### src/rtl/sim_run_ctrl.sv
// Run controller for a DUT under test: holds the DUT in reset for a fixed
// window after start, then counts run cycles until finish_req (PASS) or a watchdog (TIMEOUT).
module sim_run_ctrl #(
  parameter int RESET_CYCLES   = 4,
  parameter int TIMEOUT_CYCLES = 1000,
  parameter int CNT_W          = 32
) (
  input  logic             clk,
  input  logic             reset_n,
  input  logic             start,
  input  logic             finish_req,
  output logic             dut_reset,
  output logic             run,
  output logic [CNT_W-1:0] cycle_count,
  output logic             done,
  output logic [1:0]       status
);

  localparam int RST_W = ($clog2(RESET_CYCLES + 1) < 1) ? 1 : $clog2(RESET_CYCLES + 1);
  localparam logic [RST_W-1:0] RST_LAST = RST_W'(RESET_CYCLES);
  localparam logic [CNT_W-1:0] CNT_LAST = CNT_W'(TIMEOUT_CYCLES - 1);

  if (RESET_CYCLES < 1) begin : g_bad_reset_cycles
    $error("sim_run_ctrl: RESET_CYCLES must be >= 1");
  end
  if (TIMEOUT_CYCLES < 1) begin : g_bad_timeout_min
    $error("sim_run_ctrl: TIMEOUT_CYCLES must be >= 1");
  end
  if ((CNT_W < 32) && (longint'(TIMEOUT_CYCLES) >= (longint'(1) << CNT_W))) begin : g_bad_timeout_max
    $error("sim_run_ctrl: TIMEOUT_CYCLES must be < 2**CNT_W");
  end

  typedef enum logic [2:0] {
    S_IDLE    = 3'd0,
    S_RESET   = 3'd1,
    S_RUN     = 3'd2,
    S_PASS    = 3'd3,
    S_TIMEOUT = 3'd4
  } state_t;

  state_t           state, state_n;
  logic [RST_W-1:0] rst_cnt, rst_cnt_n;
  logic [CNT_W-1:0] cnt_n;
  logic             dut_reset_n, run_n, done_n;
  logic [1:0]       status_n;

  // start is a level: it is acted on only in IDLE/PASS/TIMEOUT, so holding
  // it high restarts immediately after every end of run.
  always_comb begin
    state_n   = state;
    rst_cnt_n = rst_cnt;
    cnt_n     = cycle_count;
    case (state)
      S_IDLE, S_PASS, S_TIMEOUT: begin
        if (start) begin
          state_n   = S_RESET;
          rst_cnt_n = '0;
        end
      end
      S_RESET: begin
        // The entry edge leaves rst_cnt at 0, so RUN is reached
        // RESET_CYCLES+1 edges after the edge that sampled start.
        if (rst_cnt == RST_LAST) begin
          state_n = S_RUN;
          cnt_n   = '0;
        end else begin
          rst_cnt_n = rst_cnt + RST_W'(1);
        end
      end
      S_RUN: begin
        if (finish_req) begin
          state_n = S_PASS;
        end else if (cycle_count == CNT_LAST) begin
          state_n = S_TIMEOUT;
        end else begin
          cnt_n = cycle_count + CNT_W'(1);
        end
      end
      default: state_n = S_IDLE;
    endcase

    // Outputs are decoded from the next state and registered with it.
    dut_reset_n = (state_n != S_RUN);
    run_n       = (state_n == S_RUN);
    done_n      = (state_n == S_PASS) || (state_n == S_TIMEOUT);
    status_n    = (state_n == S_PASS)    ? 2'd1 :
                  (state_n == S_TIMEOUT) ? 2'd2 : 2'd0;
  end

  always_ff @(posedge clk or negedge reset_n) begin
    if (!reset_n) begin
      state       <= S_IDLE;
      rst_cnt     <= '0;
      cycle_count <= '0;
      dut_reset   <= 1'b1;
      run         <= 1'b0;
      done        <= 1'b0;
      status      <= 2'd0;
    end else begin
      state       <= state_n;
      rst_cnt     <= rst_cnt_n;
      cycle_count <= cnt_n;
      dut_reset   <= dut_reset_n;
      run         <= run_n;
      done        <= done_n;
      status      <= status_n;
    end
  end

endmodule

### config.mk
export PLATFORM = sky130hd
export DESIGN_NAME = sim_run_ctrl
export DESIGN_NICKNAME = d
export VERILOG_FILES = /design/src/rtl/sim_run_ctrl.sv
export SDC_FILE = /design/constraint.sdc
export NUM_CORES = 1
export LEC_CHECK = 0
export CELL_PAD_IN_SITES_DETAIL_PLACEMENT = 2
export CELL_PAD_IN_SITES_GLOBAL_PLACEMENT = 2
export CORE_UTILIZATION = 34
export CTS_CLUSTER_DIAMETER = 80
export DETAILED_ROUTE_END_ITERATION = 12
export HOLD_SLACK_MARGIN = 0.08
export PLACE_DENSITY = 0.8
export SYNTH_ARGS = -nofsm -noshare
export SYNTH_HDL_FRONTEND = slang
export SYNTH_SLANG_ARGS = --single-unit
### constraint.sdc
create_clock -name clk -period 4.4 [get_ports clk]
set_input_delay 0.44 -clock clk [delete_from_list [all_inputs] [get_ports clk]]
set_output_delay 0.44 -clock clk [all_outputs]
set_load 0.05 [all_outputs]
==> results of run 1 <==
[per-stage QoR]
step                      power, mW  hold WS [ns]  util, %  area, um2  worst slack [ns]
final                          1.25         0.305     44.3       2830              1.31
after global routing           1.31         0.385     44.3       2830              1.10
after CTS                      1.27         0.350     44.3       2830              1.28
after detailed placement      0.960         0.540     42.7       2730              1.06
after global placement        0.939         0.509     42.7       2730              1.22
after floorplan               0.809         0.144        -       2270              1.92
[layout make-up]
class / instances / area, um2
fill: 697 / 3550
multi-input combinational: 180 / 1120
sequential: 43 / 1080
timing repair buffer: 41 / 403
tap: 77 / 96.3
clock buffer: 6 / 72.6
clock inverter: 1 / 30.0
inverter: 8 / 30.0
[layer usage]
layer	routed length [um]	GRT usage (%)	up-vias
met5	0	0	-
met4	75	6.01	0
met3	173	2.97	7
met2	3380	35.0	30
met1	3020	27.0	1033
li1	-	-	947
[cell families (layout without fill, tap and decap cells)]
logic type | after synthesis | in the layout | synth area share [%]
AND/OR/NAND/NOR | 116 | 116 | 27.2
multiplexers | 2 | 2 | 0.993
adder cells (fa/ha/maj) | 3 | 3 | 1.65
AO/OA/AOI/OAI | 43 | 43 | 13.2
flip-flops | 43 | 43 | 47.5
XOR/XNOR | 16 | 16 | 6.18
buffers and inverters | 17 | 56 | 3.25
[worst max-delay path, stage by stage (launching register included)]
cell       delay [ns]
dfrtp_1          0.43
inv_1            0.10
ha_1             0.20
nand4b_1         0.34
a2111oi_4        0.70
nand3_1          0.46
or4_1            0.62
a21oi_1          0.15
[worst max-delay path by stage]
stage | to | slack, ns | cells after the start
4_1_cts | cycle_count[29] | 1.28 | 7
3_5_place_dp | cycle_count[29] | 1.06 | 6
3_3_place_gp | cycle_count[29] | 1.22 | 6
2_1_floorplan | cycle_count[23] | 1.92 | 6
5_1_grt | cycle_count[29] | 1.10 | 7
6_report | cycle_count[29] | 1.31 | 7
[power breakdown]
group	leakage, nW	switching, mW	internal (mW)	total [mW]
Clock	0.0513	0.136	0.167	0.303
Sequential	0.585	0.0794	0.452	0.531
Combinational	0.491	0.269	0.145	0.414
[cells in the final DEF (no fill, tap or decap), drive strengths merged, types with 2 or more instances in the layout]
cell type and n:
a2111oi 3, a21o 2, a21oi 12, and4 3, buf 2, clkbuf 6
clkdlybuf4s50 39, dfrtp 42, ha 3, inv 8, mux2 2, nand2 18
nand3 14, nand4 13, nor2 30, nor3 5, nor3b 4, nor4 6
nor4b 2, o211ai 2, o21ai 16, o31ai 3, or3 10, or4 5
xnor2 3, xor2 13
[state kept, by name (all words and copies together) (netlist names)]
signal / flops
done: 1
rst_cnt: 3
state: 3
status: 2
run: 1
dut_reset: 1
cycle_count: 32
==> flow_summary.yaml, run 1 <==
worst_setup_path:
  worst_setup_path_start: "rst_cnt[0]"
  worstPathArrival_ns: 3.30
  worstPathMaxFanout: 12
  rr_endpoint: "cycle_count[29]"
  register_to_register_path_depth: 7
  timing.critical_path.from_type: "register"
  r2r-start: "rst_cnt[0]"
  critical_setup_path_kind: "register to register"
  end_kind: "register"
  worst_path_required_time_ns: 4.62
  reg2reg_slack_ns: 1.31
synth:
  synth.top_cells.by_area: "dfrtp_1, xor2_1, nor2_1"
  synth_nets: 247
  synth_top_cell_area_share_pct: 46.3
  syn-cell-area_um2: 2270
  synth-async-reset-ratio_pct: 100
  netlist_instances: 240
  synth_cell_types: 41
  synth_sequential_area_ratio_pct: 47.5
  synthesis.area_per_instance_um2: 9.45
  synthTopCellsByCount: "dfrtp_1, nor2_1, nand2_1"
  synth.ff_latch_count: 43
  synth-edff-count: 0
  yosys_most_used_dff: "dfrtp_1"
  yosys_warnings: 0
  synth_top_area_cell: "dfrtp_1"
  synth_most_common_cell: "dfrtp_1"
floorplanning:
  dieArea_um2: 7000
  core.rowCount: 29
  io_pins: 41
  starting_density_pct: 35.5
  floorplan.core_area_um2: 6390
  die-width_um: 83.7
  die_span_in_y_um: 83.7
sta:
  timing.final.setup_violations: 0
  worst_slew_margin_rel_pct: 32.3
  timing.clock.skew_ns: 0.00504
  tightestPinTransition_ns: 1.02
  slew_viol_final: 0
  period_minus_slack_ns: 3.09
  max_clock_freq_ghz: 0.324
  fin_crit_sh_pct: 70.1
  rsz_0062_raised_after_global_routing: "no"
  finalHoldViolations: 0
  finalSetupTns_ns: 0
route:
  number_of_vias_per_cell: 5.67
  detailedRoute.firstIterationViolations: 113
  wire_per_inst_um: 18.7
  antenna_left: 0
  number_of_vias_after_detailed_routing: 2017
  drt-pass1-iter-count: 4
  drt_drc_violations_left: 0
  total_wirelength_of_the_detailed_routed_design_mm: 6.64
clock_tree:
  cts.sink_count: 43
  ctsHoldBuffers: 0
  clk_pin_slew_worst_paths_ns: 0.08
  cts-buffers-inserted: 5
  clock_tree.root_cell: "clkbuf_8"
  clk_path_buf_depth: 2
  clk-insertion-delay-late_ns: 0.29
  post_cts_buffers: 0
  cts_htree_levels: 2
  post_cts.resized_instances: 0
  cts_tree: "built"
run:
  max_cap_violations: 0
cells_and_area:
  post_route_cells_drive_above_1_share_pct: 5.73
  nNetsFinal: 286
  post_layout_nonfiller_instances: 356
  area_delta_synth_final_pct: 24.8
  antenna_cells: 0
placed_design:
  dp.cells: 349
  io_buffers: 40
  dp.final_hpwl_mm: 4.81
  gpl.final_weighted_congestion: 0.747
power:
  peakVddDrop_mv: 0.210
  static-leakage-power_nw: 1.13
  p_per_area_nw_per_um2: 441
global_route:
  antenna_found_initial: 0
  grt_start_max_net_pins: 44
  globalRouteOverflowTotal: 0
  track_usage_pct: 20.5
  global_route_wire_length_before_repair_mm: 11.5
  first_global_vias: 2215
min_path:
  hold_path.class: "primary input to asynchronous set/reset pin"
outcome:
  run_status: "complete, no violations"
Power figures use the tool's default switching activity.
==> run 2, diff against run 1 <==
--- a/config.mk
+++ b/config.mk
@@ -7,11 +7,11 @@
 export LEC_CHECK = 0
 export CELL_PAD_IN_SITES_DETAIL_PLACEMENT = 2
 export CELL_PAD_IN_SITES_GLOBAL_PLACEMENT = 2
-export CORE_UTILIZATION = 34
+export CORE_UTILIZATION = 32
 export CTS_CLUSTER_DIAMETER = 80
 export DETAILED_ROUTE_END_ITERATION = 12
 export HOLD_SLACK_MARGIN = 0.08
-export PLACE_DENSITY = 0.8
+export PLACE_DENSITY = 0.76
 export SYNTH_ARGS = -nofsm -noshare
 export SYNTH_HDL_FRONTEND = slang
 export SYNTH_SLANG_ARGS = --single-unit
==> constraint.sdc (replaced) <==
create_clock -name clk -period 2.9 [get_ports clk]
set_input_delay 0.29 -clock clk [delete_from_list [all_inputs] [get_ports clk]]
set_output_delay 0.29 -clock clk [all_outputs]
set_load 0.05 [all_outputs]
==> flow_summary.yaml, run 2 (same netlist as run 1, synthesis figures left out) <==
worst_setup_path:
  rr_endpoint: "cycle_count[21]"
  register_to_register_path_depth: 6
  timing.critical_path.from_type: "register"
  critical_setup_path_kind: "register to register"
  r2r-start: "state[0]"
  worst_path_max_delay_cell: "dfrtp_1"
  worst_path_required_time_ns: 3.12
  worstPathArrival_ns: 2.82
  end_kind: "register"
  reg2reg_slack_ns: 0.31
  worstPathMaxFanout: 15
  cpPeakStageDelay_ns: 0.62
  timing.critical_path.cells: "nand4b_1, a2111oi_4, nand3_1, buf_4, or4_1, o21ai_1"
clock_tree:
  ctsHoldBuffers: 0
  post_cts.resized_instances: 0
  clock_tree.root_cell: "clkbuf_8"
  post_cts_buffers: 0
  clk_path_buf_depth: 2
  clk-insertion-delay-late_ns: 0.29
  clk_pin_slew_worst_paths_ns: 0.08
  cts_htree_levels: 2
  cts_tree: "built"
  cts-buffers-inserted: 5
  cts.sink_count: 43
route:
  drt_drc_violations_left: 0
  number_of_vias_per_cell: 5.43
  wire_per_inst_um: 17.8
  antenna_left: 0
  total_wirelength_of_the_detailed_routed_design_mm: 6.81
  number_of_vias_after_detailed_routing: 2078
  drt-pass1-iter-count: 4
  detailedRoute.firstIterationViolations: 60
global_route:
  first_global_vias: 2124
  globalRouteOverflowTotal: 0
  track_usage_pct: 19.7
  grt_start_max_net_pins: 44
  antenna_found_initial: 0
  global_route_wire_length_before_repair_mm: 11.3
placed_design:
  dp.cells: 376
  gpl.final_weighted_congestion: 0.725
  placedInstanceArea_um2: 2810
  io_buffers: 40
  dp.final_hpwl_mm: 4.85
cells_and_area:
  layout.filler_cells: 767
  post_layout_nonfiller_instances: 383
  post_route_cells_drive_above_1_share_pct: 8.36
  largest_register_ffs: 32
  final_common_cell: "dfrtp_1"
  nNetsFinal: 294
  final_area_um2: 2920
  area.sequential_um2: 1080
  layout_common_cells: "dfrtp_1, clkdlybuf4s50_1, nor2_1"
  area_delta_synth_final_pct: 28.5
  layout_top_registers: "cycle_count x32, rst_cnt x3, state x3"
  antenna_cells: 0
  multi_input_area_um2: 1120
  regMostFlops: "cycle_count"
sta:
  timing.final.setup_violations: 0
  max_clock_freq_ghz: 0.386
  timing.clock.skew_ns: 0.00516
  rsz_0062_raised_after_global_routing: "no"
  fin_crit_sh_pct: 89.4
  tightestPinTransition_ns: 0.983
  finalSetupTns_ns: 0
  period_minus_slack_ns: 2.59
  finalHoldViolations: 0
  slew_viol_final: 0
  worst_slew_margin_rel_pct: 34.5
outcome:
  run_status: "complete, no violations"
power:
  peakVddDrop_mv: 0.307
  static-leakage-power_nw: 1.17
  p_per_area_nw_per_um2: 648
floorplanning:
  die_span_in_y_um: 86.2
  dieArea_um2: 7430
  starting_density_pct: 33.2
  floorplan.core_area_um2: 6830
  io_pins: 41
  die-width_um: 86.2
  core.rowCount: 30
run:
  max_cap_violations: 0
min_path:
  hold_path.class: "primary input to asynchronous set/reset pin"
run 2: how the worst max path moves through the flow:
stage,from,endpoint,slack (ns),depth (start not counted)
after floorplan,cycle_count[4],cycle_count[23],0.42,6
after global placement,finish_req,cycle_count[21],0.28,7
after detailed placement,finish_req,cycle_count[28],0.23,6
after CTS,state[0],cycle_count[21],0.29,6
after global routing,state[0],cycle_count[21],0.15,6
final,state[0],cycle_count[21],0.31,6
run 2: worst max-delay path: cells and delay by family (launching register included):
family / cells / cell delay [ns]
AND/OR/NAND/NOR: 3 / 1.15
AO/OA/AOI/OAI: 2 / 0.52
flip-flops: 1 / 0.62
buffers and inverters: 1 / 0.22
run 2: layout make-up:
class / instances / share of cell area (%)
clock inverter: 1 / 1.03
tap: 96 / 4.12
multi-input combinational: 180 / 38.5
clock buffer: 6 / 2.49
timing repair buffer: 49 / 15.9
sequential: 43 / 37.0
inverter: 8 / 1.03
run 2: where the power goes:
part	total [mW]	switching (mW)	internal, mW
clock network	0.456	0.204	0.253
logic	0.632	0.412	0.219
registers	0.802	0.116	0.686
total	1.89	0.733	1.16
run 2: per-layer routing:
layer  global-route usage [%]  part of all wire (%)  vias up
met5                        0                     0        -
met4                     4.55                  0.82        0
met3                     2.95                   2.7        5
met2                     34.3                    51       34
met1                     25.8                    45     1067
li1                         -                     -      972
run 2: through the flow:
step	power, mW	util [%]	setup WS (ns)	hold slack (ns)
3_5_place_dp	1.45	41.2	0.227	0.521
2_1_floorplan	1.23	-	0.424	-0.00559
6_report	1.89	42.7	0.308	0.152
3_3_place_gp	1.43	41.2	0.281	0.521
5_1_grt	1.99	42.7	0.146	0.251
4_1_cts	1.91	42.7	0.286	0.200
